==> src/rtl/mem_arbiter_if.sv <==
// Bundle between the two cache controllers, the arbiter and main memory.
// slave is the arbiter's view; master is the cores/memory side.
interface mem_arbiter_if;
    logic        req1;
    logic        req2;
    logic        we1;
    logic        we2;
    logic [11:0] addr1;
    logic [11:0] addr2;
    logic [31:0] wdata1;
    logic [31:0] wdata2;
    logic        ack1;
    logic        ack2;
    logic [31:0] rdata1;
    logic [31:0] rdata2;
    logic [11:0] mem_addr;
    logic [31:0] mem_data;
    logic        mem_rden;
    logic        mem_wren;
    logic [31:0] mem_q;
    logic        busy;
    logic        inv1_valid;
    logic        inv2_valid;
    logic [11:0] inv_addr;

    modport slave (
        input  req1, req2, we1, we2, addr1, addr2, wdata1, wdata2, mem_q,
        output ack1, ack2, rdata1, rdata2, mem_addr, mem_data,
        output mem_rden, mem_wren, busy, inv1_valid, inv2_valid, inv_addr
    );

    modport master (
        output req1, req2, we1, we2, addr1, addr2, wdata1, wdata2, mem_q,
        input  ack1, ack2, rdata1, rdata2, mem_addr, mem_data,
        input  mem_rden, mem_wren, busy, inv1_valid, inv2_valid, inv_addr
    );
endinterface

==> src/rtl/mem_arbiter.sv <==
// Round-robin two-core arbiter for the single-ported main memory.
// Define MEM_ARB_SNOOP_EN to broadcast write-invalidate pulses.
module mem_arbiter #(
    parameter int MEM_LAT = 1
) (
    input  logic         clk,
    input  logic         rst,
    mem_arbiter_if.slave bus
);
    typedef enum logic [1:0] {IDLE, ISSUE, WAIT, DONE} state_t;

    state_t      state;
    state_t      state_nx;
    logic [1:0]  cur;
    logic [1:0]  last_grant;
    logic [1:0]  win;
    logic        we_q;
    logic [11:0] addr_q;
    logic [31:0] data_q;
    logic [2:0]  cnt;
    logic [31:0] rdata1_q;
    logic [31:0] rdata2_q;
    logic        g_we;
    logic [11:0] g_addr;
    logic [31:0] g_data;
    logic        rden;
    logic        wren;
    logic        ack1;
    logic        ack2;

    // On a tie the port that was not served last goes first
    always_comb begin
        win = 2'd0;
        if (bus.req1 && bus.req2)
            win = (last_grant == 2'd1) ? 2'd2 : 2'd1;
        else if (bus.req1)
            win = 2'd1;
        else if (bus.req2)
            win = 2'd2;
    end

    assign g_we   = (win == 2'd2) ? bus.we2    : bus.we1;
    assign g_addr = (win == 2'd2) ? bus.addr2  : bus.addr1;
    assign g_data = (win == 2'd2) ? bus.wdata2 : bus.wdata1;

    always_ff @(posedge clk) begin
        if (rst) begin
            state      <= IDLE;
            cur        <= 2'd0;
            last_grant <= 2'd2;
            we_q       <= 1'b0;
            addr_q     <= 12'd0;
            data_q     <= 32'd0;
            cnt        <= 3'd0;
            rdata1_q   <= 32'd0;
            rdata2_q   <= 32'd0;
        end else begin
            state <= state_nx;
            case (state)
                IDLE: begin
                    if (win != 2'd0) begin
                        cur        <= win;
                        last_grant <= win;
                        we_q       <= g_we;
                        addr_q     <= g_addr;
                        if (g_we)
                            data_q <= g_data;
                    end
                end
                ISSUE: cnt <= 3'(MEM_LAT);
                WAIT: begin
                    cnt <= cnt - 3'd1;
                    if (cnt == 3'd1 && !we_q) begin
                        if (cur == 2'd1)
                            rdata1_q <= bus.mem_q;
                        else
                            rdata2_q <= bus.mem_q;
                    end
                end
                default: ;
            endcase
        end
    end

    always_comb begin
        state_nx = state;
        rden     = 1'b0;
        wren     = 1'b0;
        ack1     = 1'b0;
        ack2     = 1'b0;
        unique case (state)
            IDLE: begin
                if (win != 2'd0)
                    state_nx = ISSUE;
            end
            ISSUE: begin
                state_nx = WAIT;
                rden     = !we_q;
                wren     = we_q;
            end
            WAIT: begin
                if (cnt == 3'd1)
                    state_nx = DONE;
            end
            DONE: begin
                state_nx = IDLE;
                ack1     = (cur == 2'd1);
                ack2     = (cur == 2'd2);
            end
            default: state_nx = IDLE;
        endcase
    end

    // Address/data registers are loaded at grant, so they hold outside ISSUE
    assign bus.mem_addr = addr_q;
    assign bus.mem_data = data_q;
    assign bus.mem_rden = rden;
    assign bus.mem_wren = wren;
    assign bus.ack1     = ack1;
    assign bus.ack2     = ack2;
    assign bus.rdata1   = rdata1_q;
    assign bus.rdata2   = rdata2_q;
    assign bus.busy     = (state != IDLE);

`ifdef MEM_ARB_SNOOP_EN
    logic inv1;
    logic inv2;
    assign inv1           = (state == DONE) && we_q && (cur == 2'd2);
    assign inv2           = (state == DONE) && we_q && (cur == 2'd1);
    assign bus.inv1_valid = inv1;
    assign bus.inv2_valid = inv2;
    assign bus.inv_addr   = (inv1 || inv2) ? addr_q : 12'd0;
`else
    assign bus.inv1_valid = 1'b0;
    assign bus.inv2_valid = 1'b0;
    assign bus.inv_addr   = 12'd0;
`endif
endmodule

==> src/flat_wrapper.sv <==
// flat-port wrapper written by rule: the top's interface ports become plain ports
module mem_arbiter_flat 
#(
    parameter int MEM_LAT = 1
)
  (clk, rst, bus_req1, bus_req2, bus_we1, bus_we2, bus_addr1, bus_addr2, bus_wdata1, bus_wdata2, bus_mem_q, bus_ack1, bus_ack2, bus_rdata1, bus_rdata2, bus_mem_addr, bus_mem_data, bus_mem_rden, bus_mem_wren, bus_busy, bus_inv1_valid, bus_inv2_valid, bus_inv_addr);
  mem_arbiter_if bus_i ();
  input  logic clk;
  input  logic rst;
  input wire logic [$bits(bus_i.req1)-1:0] bus_req1;
  input wire logic [$bits(bus_i.req2)-1:0] bus_req2;
  input wire logic [$bits(bus_i.we1)-1:0] bus_we1;
  input wire logic [$bits(bus_i.we2)-1:0] bus_we2;
  input wire logic [$bits(bus_i.addr1)-1:0] bus_addr1;
  input wire logic [$bits(bus_i.addr2)-1:0] bus_addr2;
  input wire logic [$bits(bus_i.wdata1)-1:0] bus_wdata1;
  input wire logic [$bits(bus_i.wdata2)-1:0] bus_wdata2;
  input wire logic [$bits(bus_i.mem_q)-1:0] bus_mem_q;
  output wire logic [$bits(bus_i.ack1)-1:0] bus_ack1;
  output wire logic [$bits(bus_i.ack2)-1:0] bus_ack2;
  output wire logic [$bits(bus_i.rdata1)-1:0] bus_rdata1;
  output wire logic [$bits(bus_i.rdata2)-1:0] bus_rdata2;
  output wire logic [$bits(bus_i.mem_addr)-1:0] bus_mem_addr;
  output wire logic [$bits(bus_i.mem_data)-1:0] bus_mem_data;
  output wire logic [$bits(bus_i.mem_rden)-1:0] bus_mem_rden;
  output wire logic [$bits(bus_i.mem_wren)-1:0] bus_mem_wren;
  output wire logic [$bits(bus_i.busy)-1:0] bus_busy;
  output wire logic [$bits(bus_i.inv1_valid)-1:0] bus_inv1_valid;
  output wire logic [$bits(bus_i.inv2_valid)-1:0] bus_inv2_valid;
  output wire logic [$bits(bus_i.inv_addr)-1:0] bus_inv_addr;
  assign bus_i.req1 = bus_req1;
  assign bus_i.req2 = bus_req2;
  assign bus_i.we1 = bus_we1;
  assign bus_i.we2 = bus_we2;
  assign bus_i.addr1 = bus_addr1;
  assign bus_i.addr2 = bus_addr2;
  assign bus_i.wdata1 = bus_wdata1;
  assign bus_i.wdata2 = bus_wdata2;
  assign bus_i.mem_q = bus_mem_q;
  assign bus_ack1 = bus_i.ack1;
  assign bus_ack2 = bus_i.ack2;
  assign bus_rdata1 = bus_i.rdata1;
  assign bus_rdata2 = bus_i.rdata2;
  assign bus_mem_addr = bus_i.mem_addr;
  assign bus_mem_data = bus_i.mem_data;
  assign bus_mem_rden = bus_i.mem_rden;
  assign bus_mem_wren = bus_i.mem_wren;
  assign bus_busy = bus_i.busy;
  assign bus_inv1_valid = bus_i.inv1_valid;
  assign bus_inv2_valid = bus_i.inv2_valid;
  assign bus_inv_addr = bus_i.inv_addr;
  mem_arbiter #(.MEM_LAT(MEM_LAT)) u_core (.clk(clk), .rst(rst), .bus(bus_i));
endmodule
==> config.mk <==
export PLATFORM = sky130hd
export DESIGN_NAME = mem_arbiter_flat
export DESIGN_NICKNAME = d
export VERILOG_FILES = /design/src/rtl/mem_arbiter_if.sv /design/src/rtl/mem_arbiter.sv /design/src/flat_wrapper.sv
export SDC_FILE = /design/constraint.sdc
export NUM_CORES = 1
export LEC_CHECK = 0
export ABC_AREA = 1
export CAP_MARGIN = 20
export CORE_MARGIN = 3
export CORE_UTILIZATION = 35
export DETAILED_ROUTE_END_ITERATION = 8
export GPL_TIMING_DRIVEN = 0
export PLACE_DENSITY = 0.82
export SLEW_MARGIN = 20
export SYNTH_ARGS = -nofsm -noshare
export SYNTH_HDL_FRONTEND = slang
export SYNTH_SLANG_ARGS = --single-unit
==> constraint.sdc <==
create_clock -name clk -period 2.4 [get_ports clk]
set_clock_uncertainty 0.2 [all_clocks]
set_input_delay 0.36 -clock clk [delete_from_list [all_inputs] [get_ports clk]]
set_output_delay 0.36 -clock clk [all_outputs]
set_load 0.05 [all_outputs]
# --- After elaboration in Yosys (flattened, before gate mapping) ---
# Index checks and enable logic that the tools add are counted.
# W data, S select, Z words.
totals:
  word_cells: 48
  register_bits: 118
  inputBits: 126
  output_inout_bits: 127
op_classes:
  bitwise_logic: 1
  add_sub_neg: 1
  muxes: 15
  n_reduce_logical: 12
  eq_ne: 10
op_table:
  columns: ["operator", "count"]
  rows:
  - ["$mux W32", 1]
  - ["$mux W12", 1]
  - ["$mux W2", 6]
  - ["$reduce_and A3 Y1", 3]
  - ["$eq A2 B2 Y1 const B", 4]
  - ["$pmux W2 S4", 1]
  - ["$eq A2 B1 Y1 const B", 3]
  - ["$pmux W3 S2", 1]
  - ["$reduce_bool A2 Y1", 3]
  - ["$mux W1", 5]
  - ["$ne A2 B1 Y1 const B", 2]
  - ["$reduce_and A2 Y1", 2]
  - ["$eq A3 B1 Y1 const B", 1]
  - ["$sub A3 B1 Y3 const B", 1]
  - ["$logic_and A1 B1 Y1", 2]
  - ["$logic_not A2 Y1", 1]
  - ["$logic_not A1 Y1", 1]
  - ["$not A1 Y1", 1]

# --- Longest topological paths before layout ---
depth:
  depth_word: 6
  ltp_mapped: 11

# --- Least setup slack after synthesis ---
# No wires, ideal clock.
synth_path:
  path_kind: "register to output"
  from: "register u_core.state[0]"
  to: "output bus_ack2"
  arrival_time_ns: 1.576
  setup_slack_ns: 0.264
  path_buffers: 0
  required_ns: 1.840
  stages_incl_launch_ff: 4
  cell_sequence: "dfxtp_1 > ha_1 > inv_1 > nor3_1"
synth_via:
  elab_chain_cells: 2
synth_lines:
  columns: ["item", "line_no", "source"]
  rows:
  - ["start, declared", "mem_arbiter.sv:12", "state_t state;"]
  - ["start signal, assigned", "mem_arbiter.sv:58", "state <= state_nx;"]
  - ["$eq A2 B2 Y1", "mem_arbiter.sv:91", "unique case (state)"]
  - ["$mux W1", "mem_arbiter.sv:91", null]
  - ["end, declared", "flat_wrapper.sv:20", "output wire logic [$bits(bus_i.ack2)-1:0] bus_ack2;"]
# Every way passes these cells.

# --- Worst setup path in the final report ---
layout_path:
  from: "register u_core.state[0]"
  to: "output bus_busy"
layout_via:
  elab_chain_cells: 1
layout_lines:
  columns: ["item", "line_no", "source"]
  rows:
  - ["$reduce_bool A2 Y1", "mem_arbiter.sv:123", "assign bus.busy = (state != IDLE);"]
  - ["end, declared", "flat_wrapper.sv:27", "output wire logic [$bits(bus_i.busy)-1:0] bus_busy;"]
# Every way passes these cells.

==> results.sh <==
export IMPL_die_w_um=126.2
export IMPL_holdBufCountCts=0
export IMPL_synth_xor_area_frac=0
export IMPL_synth_fa_ha_area_frac=0.01732
export IMPL_max_freq_mhz=438.5
export IMPL_power_net_switching_mw=3.288
export IMPL_antenna_found_initial=0
export IMPL_utilization=0.5920
export IMPL_cp_required_ns=1.84
export IMPL_peakVddDrop_mv=0.5891
export IMPL_swShare=0.3955
export IMPL_synth_area_um2=5056
export IMPL_hold_violations=0
export IMPL_fin_total_pwr_mw=8.313
export IMPL_crit_fanout=4
export IMPL_p_int_mw=5.025
export IMPL_ioPinCount=253
export IMPL_end_kind="output port"
export IMPL_p_leak_nw=3.630
export IMPL_firstDrtPassIters=4
export IMPL_yosysUniqueCellTypes=20
export IMPL_dpl_cell_area_um2=7712
export IMPL_rows=43
export IMPL_drive_gt1_frac=0.07011
export IMPL_cts_sinks=117
export IMPL_grt_max_degree=17
export IMPL_worst_pin_slew_ns=0.5524
export IMPL_synth_simple_area_share=0.3017
export IMPL_grt_pass1_vias=5157
export IMPL_routed_wl_um=15940
export IMPL_nets=1148
export IMPL_timing_hold_ws_ns=0.2756
export IMPL_dp_hpwl_um=12180
export IMPL_initialDrtViolationCount=212
export IMPL_ys_ff_latch=117
export IMPL_powerDensity_nw_per_um2=1004
export IMPL_start_util=0.3614
export IMPL_p_clk_frac=0.291
export IMPL_period_minus_slack_ns=2.281
export IMPL_place_ws_ns=0.1116
export IMPL_syn_inst=745
export IMPL_track_usage=0.1977
export IMPL_synth_compound_area_frac=0.1081
export IMPL_cp_arrival_ns=1.72
export IMPL_htree_levels=4
export IMPL_chipHeight_um=126.2
export IMPL_clk_latency_ns=0.41
export IMPL_mostFrequentLayoutCell="clkdlybuf4s50_1"
export IMPL_synth_top_family_by_area="simple AND/OR/NAND/NOR gates"
export IMPL_fill_cells=1320
export IMPL_drv_slew=0
export IMPL_stdcell_area_um2=8280
export IMPL_timing_final_ws_setup_ns=0.1194
export IMPL_dr_total_vias=5328
export IMPL_place_inst=1176
export IMPL_timing_critical_path_from_type="flop"
export IMPL_post_route_drc_count=0
export IMPL_path_clk_slew_ns=0.05
export IMPL_yosysWarnings=0
export IMPL_wl_per_cell_um=13.20
export IMPL_grt_pass1_wl_um=25300
export IMPL_synth_mux_area_frac=0
export IMPL_postCtsSetupBuffers=0
export IMPL_avgSynthCellArea_um2=6.787
export IMPL_port_buffer_count=238
export IMPL_final_cells=1207
export IMPL_hold_path_class="flop to flop"
export IMPL_relSlewSlack=0.6306
export IMPL_antennaDiodeCount=0
export IMPL_grt_overflow=0
export IMPL_syn_to_final_growth_pct=63.77
export IMPL_cts_root_buffer="clkbuf_16"
export IMPL_cts_buffers=17
export IMPL_period_share=0.9503
export IMPL_seq_power_share=0.300
export IMPL_vias_per_cell=4.414
export IMPL_rsz0062_at_grt="false"
export IMPL_ys_seq_area_frac=0.4633
export IMPL_status="finished, final reports clean"
export IMPL_ant_nets=0
export IMPL_final_cell_mix="233 x clkdlybuf4s50_1, 200 x nor2_1, 197 x nand2_1, 117 x dfxtp_1, 81 x o21ai_0"
export IMPL_cts_buffer_depth=2
export IMPL_cts_tree="yes"
export IMPL_die_area_um2=15920
export IMPL_setup_tns_final_ns=0
export IMPL_core_area_um2=13990
export IMPL_setup_viol=0
export IMPL_place_gp_congestion=0.8227
export IMPL_maxCapViolations=0
export IMPL_r2r_slack_ns=0.39
export IMPL_combPwrFrac=0.410
export IMPL_crit_type="flop to output port"
==> worst paths after layout <==
path	startpoint	endpoint	cells past startpoint
max	u_core.state[0]$_SDFFE_PP0P_	bus_busy	4
min reg2reg	u_core.cnt[2]$_SDFFE_PP0P_	u_core.cnt[2]$_SDFFE_PP0P_	2
min	u_core.cnt[2]$_SDFFE_PP0P_	u_core.cnt[2]$_SDFFE_PP0P_	2
max reg2reg	u_core.state[1]$_SDFFE_PP0P_	u_core.bus.mem_data[9]$_SDFFE_PP0P_	9
==> power by group through the flow <==
stage | registers, mW | clock network, mW | logic [mW]
2_1_floorplan | 3.59 | 0 | 1.20
3_3_place_gp | 2.52 | 0 | 3.40
3_5_place_dp | 2.53 | 0 | 3.43
4_1_cts | 2.49 | 2.46 | 3.43
5_1_grt | 2.54 | 2.57 | 3.69
6_report | 2.49 | 2.42 | 3.41
==> what timing repair did <==
action | in CTS | in global routing
pin swaps | 0 | 0
endpoints found under the setup margin | 5 | 1
hold endpoints to repair | 0 | 0
gates resized for setup | 5 | 1
==> state kept, by name, indices dropped and copies added (netlist names) <==
signal / cells
u_core.bus.rdata1: 32
u_core.last_grant: 2
u_core.we_q: 1
u_core.bus.mem_addr: 12
u_core.bus.mem_data: 32
u_core.state: 2
u_core.bus.rdata2: 32
u_core.cur: 1
u_core.cnt: 3
==> kinds of logic after synthesis <==
| logic type | after synthesis |
|---|---|
| compound gates | 102 |
| fa+ha+maj | 7 |
| buf+inv | 114 |
| flops | 117 |
| other cells | 1 |
| simple gates | 404 |
==> metal layers <==
layer / routed length [µm] / track usage
met4: 235 / 0.06246
met5: 0 / 0
met3: 883 / 0.05768
met2: 8162 / 0.3462
met1: 6654 / 0.2331
==> critical path, cell delays in order (launching register included) <==
cell and delay, ns:
dfxtp_1 0.38, inv_1 0.10, ha_1 0.24, inv_2 0.09
clkdlybuf4s15_1 0.51
==> synthesized netlist by cell type <==
cell type,instances,share of area
nor3_1,2,0.0020
ha_1,7,0.017
a21oi_4,1,0.0032
conb_1,1,0.00074
clkbuf_1,18,0.013
nand2_1,197,0.15
buf_6,2,0.0045
a31oi_1,13,0.016
nor2_1,200,0.15
buf_4,25,0.037
inv_1,54,0.040
a21oi_1,4,0.0040
a221oi_1,1,0.0017
o21a_1,1,0.0015
o211ai_1,1,0.0015
nand3_1,5,0.0049
o21ai_0,81,0.080
buf_2,11,0.011
inv_2,4,0.0030
dfxtp_1,117,0.46
==> area by class of cell <==
cell class / count / area (µm²) / share of cell area
Timing Repair Buffer: 238 / 2377 / 0.2871
Inverter: 58 / 217.7 / 0.02629
Multi-Input combinational cell: 527 / 2212 / 0.2672
Buffer: 56 / 332.8 / 0.04019
Sequential cell: 117 / 2342 / 0.2829
Tap cell: 180 / 225.2 / 0.02720
Clock buffer: 24 / 501.7 / 0.06059
Clock inverter: 7 / 71.32 / 0.008613
(Power assumes the default switching activity.)
